### config.mk
export PLATFORM = sky130hd
export DESIGN_NAME = sysbus_arbiter
export DESIGN_NICKNAME = d
export VERILOG_FILES = /design/src/rtl/sysbus_arbiter.sv
export SDC_FILE = /design/constraint.sdc
export NUM_CORES = 1
export LEC_CHECK = 0
export ABC_AREA = 1
export CAP_MARGIN = 0
export CORE_AREA = 5 5 182 184
export DETAILED_ROUTE_END_ITERATION = 7
export DIE_AREA = 0 0 187 189
export GPL_TIMING_DRIVEN = 1
export HOLD_SLACK_MARGIN = 0.03
export PLACE_DENSITY_LB_ADDON = 0.25
export SKIP_CTS_REPAIR_TIMING = 1
export SYNTH_ARGS = -nofsm -noshare
export SYNTH_HDL_FRONTEND = slang
export SYNTH_SLANG_ARGS = --single-unit
### constraint.sdc
create_clock -name clk -period 1.8 [get_ports clk]
set_clock_uncertainty 0.15 [all_clocks]
set_input_delay 0.27 -clock clk [delete_from_list [all_inputs] [get_ports clk]]
set_output_delay 0.27 -clock clk [all_outputs]
set_load 0.01 [all_outputs]
### src/rtl/sysbus_arbiter.sv
// Two-port Sysbus arbiter: fetch (f) and data (d) share one bus master.
// Ports: clk/reset, f_* and d_* requester ports, bus_* master port, owner/busy status.
module sysbus_arbiter #(
  parameter int DATA_WIDTH = 64,
  parameter int TAG_WIDTH  = 13,
  parameter int BEATS      = 8
) (
  input  logic                  clk,
  input  logic                  reset,
  input  logic                  f_reqcyc,
  input  logic [DATA_WIDTH-1:0] f_req,
  input  logic [TAG_WIDTH-1:0]  f_reqtag,
  output logic                  f_reqack,
  output logic                  f_respcyc,
  output logic [DATA_WIDTH-1:0] f_resp,
  output logic [TAG_WIDTH-1:0]  f_resptag,
  input  logic                  f_respack,
  input  logic                  d_reqcyc,
  input  logic [DATA_WIDTH-1:0] d_req,
  input  logic [TAG_WIDTH-1:0]  d_reqtag,
  output logic                  d_reqack,
  output logic                  d_respcyc,
  output logic [DATA_WIDTH-1:0] d_resp,
  output logic [TAG_WIDTH-1:0]  d_resptag,
  input  logic                  d_respack,
  output logic                  bus_reqcyc,
  output logic [DATA_WIDTH-1:0] bus_req,
  output logic [TAG_WIDTH-1:0]  bus_reqtag,
  input  logic                  bus_reqack,
  input  logic                  bus_respcyc,
  input  logic [DATA_WIDTH-1:0] bus_resp,
  input  logic [TAG_WIDTH-1:0]  bus_resptag,
  output logic                  bus_respack,
  output logic                  owner,
  output logic                  busy
);

  localparam int CW = $clog2(BEATS) + 1;

  typedef enum logic [1:0] {
    S_IDLE,
    S_REQ,
    S_WDATA,
    S_RESP
  } state_t;

  state_t          r_state;
  logic            r_owner;
  logic            r_prio_d;
  logic [CW-1:0]   r_count;

  logic                  w_own_reqcyc;
  logic [DATA_WIDTH-1:0] w_own_req;
  logic [TAG_WIDTH-1:0]  w_own_reqtag;
  logic                  w_own_respack;
  logic                  w_grant;
  logic                  w_busy;
  logic                  w_req_ph;
  logic                  w_resp_ph;
  logic                  w_last;

  assign w_own_reqcyc  = r_owner ? d_reqcyc  : f_reqcyc;
  assign w_own_req     = r_owner ? d_req     : f_req;
  assign w_own_reqtag  = r_owner ? d_reqtag  : f_reqtag;
  assign w_own_respack = r_owner ? d_respack : f_respack;

  // A lone requester wins outright; a tie goes to whoever prio_d favours.
  assign w_grant = (f_reqcyc && d_reqcyc) ? r_prio_d : d_reqcyc;

  // Outputs are forced quiet while reset is held, even before the edge.
  assign w_busy    = !reset && (r_state != S_IDLE);
  assign w_req_ph  = !reset && (r_state == S_REQ || r_state == S_WDATA);
  assign w_resp_ph = !reset && (r_state == S_RESP);
  assign w_last    = (r_count == CW'(BEATS - 1));

  assign bus_reqcyc  = w_req_ph && w_own_reqcyc;
  assign bus_req     = w_req_ph ? w_own_req : '0;
  assign bus_reqtag  = w_req_ph ? w_own_reqtag : '0;
  assign f_reqack    = w_req_ph && !r_owner && bus_reqack;
  assign d_reqack    = w_req_ph && r_owner && bus_reqack;

  assign bus_respack = w_resp_ph && w_own_respack;
  assign f_respcyc   = w_resp_ph && !r_owner && bus_respcyc;
  assign f_resp      = (w_resp_ph && !r_owner) ? bus_resp : '0;
  assign f_resptag   = (w_resp_ph && !r_owner) ? bus_resptag : '0;
  assign d_respcyc   = w_resp_ph && r_owner && bus_respcyc;
  assign d_resp      = (w_resp_ph && r_owner) ? bus_resp : '0;
  assign d_resptag   = (w_resp_ph && r_owner) ? bus_resptag : '0;

  assign owner = w_busy && r_owner;
  assign busy  = w_busy;

  always_ff @(posedge clk) begin
    if (reset) begin
      r_state  <= S_IDLE;
      r_owner  <= 1'b0;
      r_count  <= '0;
      r_prio_d <= 1'b0;
    end else begin
      assert (!(bus_respcyc && r_state != S_RESP))
        else $warning("sysbus_arbiter: bus_respcyc outside RESP");
      assert (!(bus_reqack && r_state != S_REQ && r_state != S_WDATA))
        else $warning("sysbus_arbiter: bus_reqack outside REQ/WDATA");
      unique case (r_state)
        S_IDLE: begin
          if (f_reqcyc || d_reqcyc) begin
            r_owner <= w_grant;
            r_state <= S_REQ;
          end
        end
        S_REQ: begin
          if (w_own_reqcyc && bus_reqack) begin
            r_count <= '0;
            r_state <= w_own_reqtag[TAG_WIDTH-1] ? S_RESP : S_WDATA;
          end else if (!w_own_reqcyc) begin
            r_state <= S_IDLE;
          end
        end
        S_WDATA: begin
          if (w_own_reqcyc && bus_reqack) begin
            r_count <= r_count + CW'(1);
            if (w_last) begin
              r_state  <= S_IDLE;
              r_prio_d <= ~r_owner;
            end
          end
        end
        S_RESP: begin
          if (bus_respcyc && w_own_respack) begin
            r_count <= r_count + CW'(1);
            if (w_last) begin
              r_state  <= S_IDLE;
              r_prio_d <= ~r_owner;
            end
          end
        end
      endcase
    end
  end

endmodule
==> qor.csv, run 1 <==
stage,metric,value,unit
status,status,"complete, but fails checks",
status,violations,setup timing,
sta,rsz0062_at_grt,yes,
place,gp_congestion,0.844,
pwr,ir_worst_vdd,0.000490,V
routing,drt-pass1-iter-count,4,
setup_path,required,1.38,ns
final_layout,fill_cells,3488,
floorplanning,die-area,35300,um2
sta,maxSlewHeadroom,0.805,
sta,report.final.setup_viol,234,
floorplanning,die_x,187,um
routing,wl_per_cell,18.7,um
floorplanning,initial_core_util,0.0857,
synth,syn-mean-instance-area,4.38,um2
place,dp_hpwl,22.1,mm
grt,grtUsageMet3,0.0433,
routing,drc_errors,0,
clock_network,h-tree-depth,1,
routing,via_per_inst,3.79,
grt,busiest_layer,met2,
clock_network,cts_buffer_depth,2,
grt,grt_max_degree,78,
sta,final.setup.tns,-58.47,ns
grt,antenna_found_initial,1,
synth,yosys.cell_types.count,22,
clock_network,numCtsBuffers,3,
clock_network,root_buffer,clkbuf_16,
setup_path,worstSetupEndpointType,output pin,
routing,ant_nets,0,
synth,synthesis.area,2680,um2
pwr,p_leak,5.32,nW
clock_network,path_clk_slew,0.04,ns
synth,ys_seq_area_frac,0.0598,
setup_path,critical_path_class,flip-flop to output pin,
grt,grt_pass1_vias,5860,
synth,synthesis.nets,855,
grt,overflow,0,
grt,grt_usage,0.133,
setup_path,start_kind,flip-flop,
floorplanning,rows,65,
sta,slew_viol_final,0,
final_layout,multi_input_area,2670,um2
pwr,powerDensity,652,nW/um2
final_layout,drive_above_1_share,0.414,
place,placed_cells,1506,
final_layout,final_common_cell,clkdlybuf4s50_1,
final_layout,instances_no_fill,1593,
grt,grt_use_met2,0.238,
sta,worst_slack,-0.511,ns
final_layout,n_antenna_cell,0,
sta,max_freq,0.433,GHz
final_layout,final_util,0.303,
setup_path,critical_path.max_fanout,8,
place,post-place-ws,-0.698,ns
grt,grt_pass1_wl,36.8,mm
sta,worst_pin_slew,0.292,ns
clock_network,clock_sinks,8,
run,max_cap_viol_count,0,
routing,vias,6037,
setup_path,critPathArrivalTime,1.89,ns
sta,period_share,1.28,
synth,ys_seq_elements,8,
floorplanning,core,31200,um2
routing,wl,29.7,mm
clock_network,insertion_delay,0.23,ns
final_layout,register_area,171,um2
synth,postSynthCellCount,611,
clock_network,cts_tree,done,
sta,period_needed,2.31,ns
final_layout,area_delta_synth_final,254,%
final_layout,mostFrequentLayoutCells,"238 x clkdlybuf4s50_1, 173 x nand2_1, 131 x buf_2, 105 x nor2_1, 91 x buf_4",
routing,dr.first_iter.drc_count,158,
grt,grtUsageMet1,0.154,
hold_path,min-delay-path-class,primary input to flip-flop,
sta,finalHoldViolCount,0,
synth,ys_warn_count,0,
final_layout,fin_nets,1437,
floorplanning,io_pins,478,
place,io_buffers,477,
floorplanning,die_h,189,um
[critical path, stage by stage (launching register included)]
cell       delay (ns)
dfxtp_4          0.37
inv_2            0.06
ha_4             0.28
nand2_8          0.07
clkbuf_16        0.18
buf_12           0.15
buf_4            0.13
buf_4            0.13
a21oi_1          0.11
buf_2            0.16
[area by class of cell]
class,instances,share of cell area
clock buffers,3,0.00792
well taps,402,0.0531
repair buffers,618,0.601
multi-input cells,466,0.282
flip-flops and latches,8,0.0181
inverters,96,0.0383
[cells in the mapped netlist (all sizes together)]
| cell type | n | area [um2] |
|---|---|---|
| nand3 | 10 | 55.1 |
| buf | 26 | 136 |
| o21ai | 5 | 25.0 |
| clkbuf | 15 | 56.3 |
| nor2 | 174 | 669 |
| dfxtp | 8 | 160 |
| o211ai | 1 | 7.51 |
| nand2 | 185 | 709 |
| nand4 | 1 | 6.26 |
| ha | 5 | 62.6 |
| inv | 96 | 360 |
| a21oi | 82 | 414 |
| nor3 | 3 | 15.0 |
[worst paths after layout]
check                  end  cells after the start  slack, ns        from
max          bus_reqtag[9]                      9      -0.51  r_state[0]
min             r_count[0]                      3       0.25       reset
max reg2reg     r_state[0]                     14      -0.02     r_owner
min reg2reg       r_prio_d                      2       0.31    r_prio_d
[routing by layer]
layer  share of wire  vias up  wire length [um]
met1            0.39     2690             11500
met2            0.51      326             15100
met4           0.025        0               744
met5               0        -                 0
li1                -     2986                 -
met3           0.080       35              2370
[flip-flops by register name, summed over array words and instances (netlist names)]
name      count
r_count       4
r_owner       1
r_prio_d      1
r_state       2
[power breakdown]
group          leakage [nW]  switching [mW]  internal (mW)
clock network        0.0370          0.0951          0.287
logic                  5.21            2.72           2.77
registers            0.0674          0.0594          0.248
[kinds of logic (layout without fill, tap and decap cells)]
logic type      count (synthesis)  after routing  synth area share
simple gates                  373            373             0.543
buf+inv                       137            717             0.207
compound gates                 88             88             0.167
flops                           8              8            0.0598
fa+ha+maj                       5              5            0.0234
[metrics by stage]
stage          hold slack, ns  area [um2]  total power, mW
6_report                0.250        9470             6.18
5_1_grt                 0.275        9470             6.65
4_1_cts                 0.317        8370             4.98
3_5_place_dp            0.309        8300             4.56
3_3_place_gp            0.312        8300             4.58
2_1_floorplan           0.182        2680             1.95
(Power assumes the default switching activity.)
==> inputs of run 2 (changes only) <==
Clock period 1.8 ns to 2.27 ns, I/O delays scaled along.
==> run 2 against run 1 <==
- the run still ends with setup timing left
- worst hold slack improved by 0.063 ns
- register-to-register slack improved by 0.42 ns
- sequential share of layout area rose by 0.086 points
- clock-buffer cell count did not move
- highest routed layer unchanged
- critical path type unchanged
- largest cell class unchanged
- wire length fell by 5.6%
- first-iteration DRC count fell by 7.0%
- critical path depth did not move
- sequential cell count did not move
- combinational power fell by 40%
- setup slack improved by 0.45 ns
- design area fell by 4.5%
==> qor.csv, run 2 (synthesis gave the netlist of run 1 again) <==
stage,metric,value,unit
setup_path,worstSetupEndpointType,output pin,
setup_path,critPathArrivalTime,1.84,ns
grt,antenna_found_initial,1,
routing,dr.max_layer_used,met4,
sta,slew_viol_final,0,
final_layout,final_common_cell,clkdlybuf4s50_1,
setup_path,path_cells,ha_4 -> buf_4 -> nand3_4 -> buf_4 -> clkbuf_16 -> buf_4 -> buf_4 -> nor2_1 -> clkbuf_2,
sta,worst_pin_slew,0.309,ns
setup_path,critPathSlowestCell,dfxtp_4,
floorplanning,core,31200,um2
final_layout,largest_reg_flops,4,
final_layout,fill_cells,3469,
final_layout,mostFrequentLayoutCells,"240 x clkdlybuf4s50_1, 213 x dlymetal6s2s_1, 180 x nand2_1, 172 x nor2_1, 91 x inv_1",
setup_path,crit_path_frequent_cell,buf_4,
routing,via_per_inst,3.73,
clock_network,clock_sinks,8,
sta,max_freq,0.428,GHz
place,gp_congestion,0.842,
grt,grt_max_degree,78,
sta,worst_slack,-0.0641,ns
clock_network,insertion_delay,0.23,ns
status,status,"complete, but fails checks",
pwr,powerDensity,427,nW/um2
final_layout,n_antenna_cell,0,
setup_path,critical-path-max-stage-delay,0.36,ns
setup_path,critical_path_class,flip-flop to output pin,
grt,grt_pass1_vias,5735,
sta,report.final.setup_viol,2,
sta,period_needed,2.33,ns
routing,wl_per_cell,18.5,um
setup_path,critical_path.max_fanout,9,
floorplanning,die-area,35300,um2
routing,wl,28.1,mm
final_layout,area_delta_synth_final,238,%
routing,met1_length,11.2,mm
status,violations,setup timing,
setup_path,cp.buffers_inverters,6,
routing,wl_met2,14.2,mm
final_layout,fin_area,9050,um2
final_layout,fin_nets,1359,
setup_path,crit_start,r_state[0],
setup_path,start_kind,flip-flop,
routing,vias,5658,
final_layout,drive_above_1_share,0.105,
clock_network,cts_tree,done,
routing,drt-pass1-iter-count,5,
routing,drc_errors,0,
hold_path,min-delay-path-class,flip-flop to flip-flop,
setup_path,r2r_start,r_state[0],
floorplanning,rows,65,
place,placed_cells,1494,
floorplanning,die_h,189,um
final_layout,instances_no_fill,1515,
place,io_buffers,477,
pwr,p_leak,7.61,nW
setup_path,required,1.78,ns
final_layout,reg_top3,"r_count (4), r_state (2)",
routing,wl_met3,2.28,mm
grt,overflow,0,
floorplanning,initial_core_util,0.0857,
clock_network,h-tree-depth,1,
grt,grt_usage,0.132,
run,max_cap_viol_count,0,
clock_network,numCtsBuffers,3,
place,place_area,8190,um2
routing,ant_nets,0,
routing,dr.first_iter.drc_count,147,
place,dp_hpwl,22.1,mm
sta,finalHoldViolCount,0,
hold_path,min_from,r_prio_d,
floorplanning,io_pins,478,
sta,maxSlewHeadroom,0.793,
clock_network,path_clk_slew,0.04,ns
sta,period_share,1.03,
clock_network,cts_buffer_depth,2,
clock_network,root_buffer,clkbuf_16,
grt,grt_pass1_wl,36.8,mm
setup_path,critical_path.top_delay_family,buffers and inverters,
pwr,ir_worst_vdd,0.000419,V
sta,rsz0062_at_grt,yes,
floorplanning,die_x,187,um
final_layout,largest-register,r_count,
final_layout,final_util,0.290,
[run 2: changes by cell type in the layout (fill, tap and decap cells not counted), sizes merged]
cell | before | now
clkdlybuf4s50 | 238 | 240
dlymetal6s2s | 37 | 213
clkbuf | 41 | 28
buf | 305 | 62
[run 2: path summary, 6_finish.rpt]
path	end	slack [ns]	cells after the start
setup / recovery	d_resp[23]	-0.06	9
hold reg to reg	r_prio_d	0.31	2
setup reg to reg	r_state[0]	0.40	12
hold / removal	r_prio_d	0.31	2
[run 2: final cells by class]
cell class / count / area (um2) / share of cell area
Timing Repair Buffer: 540 / 5890 / 0.651
Multi-Input combinational cell: 466 / 2050 / 0.226
Tap cell: 402 / 503 / 0.0556
Inverter: 96 / 363 / 0.0401
Sequential cell: 8 / 171 / 0.0189
Clock buffer: 3 / 75.1 / 0.00830
[run 2: where the power goes]
| part | leakage [nW] | internal [mW] | total [mW] | switching [mW] |
|---|---|---|---|---|
| registers | 0.0674 | 0.196 | 0.245 | 0.0482 |
| logic | 7.50 | 1.65 | 3.31 | 1.66 |
| clock network | 0.0370 | 0.228 | 0.302 | 0.0743 |
[run 2: per-layer routing]
layer,vias up,track usage
li1,2816,-
met5,-,0
met4,0,0.0139
met1,2511,0.152
met3,20,0.0468
met2,311,0.245
[run 2: worst reg2reg max path: stages (launching register included)]
cell and delay (ns):
dfxtp_4 0.36, inv_1 0.05, buf_4 0.13, ha_1 0.21, nor2_1 0.28, inv_2 0.10, nand2_1 0.08, nand2_1 0.06
inv_2 0.06, nand4_1 0.10, nand2_1 0.08, nand2_1 0.04, nor2_1 0.09
[run 2: metrics by stage]
stage	setup TNS (ns)	setup WS, ns	hold WS, ns	total power [mW]
floorplan	0	0.535	0.253	1.55
global placement	-54.06	-0.414	0.308	3.56
detailed placement	-55.30	-0.416	0.311	3.54
CTS	-63.37	-0.516	0.318	3.88
global route	-0.593	-0.165	0.333	4.20
finish	-0.123	-0.0641	0.313	3.86
==> patch, RTL diff (flow settings as in run 1) <==
Re-encode `state_t` (4 states) as one-hot, 4 bits wide.
--- a/src/rtl/sysbus_arbiter.sv
+++ b/src/rtl/sysbus_arbiter.sv
@@ -37,11 +37,11 @@
 
   localparam int CW = $clog2(BEATS) + 1;
 
-  typedef enum logic [1:0] {
-    S_IDLE,
-    S_REQ,
-    S_WDATA,
-    S_RESP
+  typedef enum logic [3:0] {
+    S_IDLE  = 4'b0001,
+    S_REQ   = 4'b0010,
+    S_WDATA = 4'b0100,
+    S_RESP  = 4'b1000
   } state_t;
 
   state_t          r_state;
Behaviour: no difference found for any inputs over 4 cycles, from zero or initial values and one cycle with reset high; so few cycles prove little.
==> patch against run 1 <==
- the run still ends with negative setup slack left
- sequential cell count grew 2
- final area shrank 8.0%
- count of clock-buffer cells in the layout grew 1
- first-iteration DRC count shrank 5.7%
- worst hold slack gained 0.088 ns
- synthesized area grew 9.1%
- setup slack lost 0.18 ns
- sequential share of layout area grew 0.64 points
- power shrank 29%
- routed wire length shrank 12%
- register-to-register slack lost 0.14 ns
- critical endpoint is now bus_reqcyc
- largest cell class unchanged
- highest routed layer unchanged
==> patch: results (changes against run 1) <==
Min path
  • Hold WC Path Type: flop to flop
  • Hold Path Sink: r_count[3]
  • Hold path cells: 2 (-1)
  • Min-delay src: r_count[3]

Timing
  • TNS Setup: -92.24 ns (-33.77 ns)
  • Hold slack: 0.338 ns (+0.0877 ns)
  • Setup Viol. Count Final: 248 (+6.0%)
  • Least-Margin Pin Slew: 0.369 ns (+0.0767 ns)
  • Crit path setup slack, layout: -0.694 ns (-0.183 ns)

Worst setup path
  • Crit-path max cell delay: 0.56 ns (+0.19 ns)
  • R2r setup slk: -0.16 ns (-0.14 ns)
  • R2R Path End: r_state[2]
  • R2R cell count: 11 (-3)
  • Crit Path Max Fanout: 7 (-1)
  • Worst path slowest cell: clkdlybuf4s50_1

Logic synthesis
  • Post-synthesis sequential area ratio: 6.86% (+0.87 points)
  • Synth cell count leaders: 187 x nand2_1, 173 x nor2_1, 94 x inv_1
  • Yosys cell types: 28 (+27%)
  • Post-Syn Nets: 873 (+2.1%)
  • Top cells by area, synth: nand2_1 24%, nor2_1 22%, a21oi_1 14%

Global routing
  • Largest net degree at the start of global routing: 54 (-31%)
  • Vias in the first global route: 5,736 (-2.1%)
  • Initial antenna violation count: 2 (+1)
  • First-pass GRT wire length: 35,300 um (-3.9%)

Placement
  • # port buffers: 477 (unchanged)
  • Pre-CTS setup slack: -0.828 ns (-0.131 ns)
  • GP Congestion: 0.837 (-0.79%)
  • DP HPWL: 20,700 um (-6.3%)
  • DP Area: 0.00843 sq mm (+1.6%)

Power
  • VDD IR max: 0.324 mV (-34%)
  • Leakage: 5.19 nW (-2.5%)

Routing
  • Starting DRT DRC Count: 149 (-5.7%)
  • Detailed-route vias per instance: 3.73 (-1.6%)
  • Final WL: 26,200 um (-12%)

Clocking
  • Clock transition at path regs: 0.05 ns
  • Clk Latency, worst-skew pair: 0.25 ns (+0.02 ns)

Outcome
  • Status: finished with violations
  • Failing checks: negative setup slack

Layout
  • Layout cells sized above 1: 27.9% (-13 points)
  • Top Registers: r_count x4, r_state x4
  • Layout Nets: 1,394 (-3.0%)
## patch: cell count changes after synthesis, sizes merged, moves of 2 or more
cell	change
clkbuf	+2
dfxtp	+2
ha	-4
nand2	+8
nand4	+3
nor2	+3
nor3	+4
## patch: power by group
group / total, mW / switching [mW] / internal, mW
sequential: 0.381 / 0.0792 / 0.302
combinational: 3.54 / 1.78 / 1.76
clock: 0.465 / 0.128 / 0.336
## patch: worst max-delay path by stage
stage,from,endpoint,slack [ns],depth (start not counted)
finish,r_state[2],bus_reqcyc,-0.69,7
global route,r_state[3],f_reqack,-0.77,7
CTS,r_state[3],bus_req[58],-0.93,7
detailed placement,reset,bus_req[58],-0.83,6
global placement,reset,bus_req[58],-0.82,6
floorplan,r_state[1],d_resp[55],0.16,7
## patch: kinds of logic after synthesis
group                      share of synthesized area (%)
buffers and inverters                               22.5
AOI/OAI and AO/OA                                   15.6
xor gates and xnor gates                           0.300
adders and majority gates                          0.428
DFF                                                 6.86
and+or+nand+nor                                     54.3
## patch: layout make-up
| cell class | instances | area share [%] |
|---|---|---|
| repair buffers | 558 | 58.8 |
| well taps | 402 | 5.77 |
| diodes | 2 | 0.0574 |
| inverters | 97 | 4.26 |
| multi-input cells | 483 | 27.6 |
| clock buffers | 4 | 1.02 |
| flip-flops and latches | 10 | 2.45 |
| repair inverters | 1 | 0.0574 |
## patch: worst reg2reg max path: cells and delay by family, from the launching register on
kind,cells,cell delay [ns]
simple gates,8,0.86
buf+inv,3,0.49
flops,1,0.36
## patch: through the flow
stage                     power [mW]  std cells  utilization [%]
final                           4.38       1557             27.9
after CTS                       3.89       1529             27.3
after global routing            4.73       1557             27.9
after floorplan                 1.66        633                -
after detailed placement        3.40       1525             27.0
after global placement          3.42       1525             27.0
## patch: metal layers
| layer | track usage [%] | part of all wire, % | vias up |
|---|---|---|---|
| met4 | 1.88 | 0.87 | 0 |
| met1 | 14.3 | 39 | 2554 |
| li1 | - | - | 2931 |
| met3 | 4.72 | 8.8 | 13 |
| met5 | 0 | 0 | - |
| met2 | 23.0 | 51 | 306 |
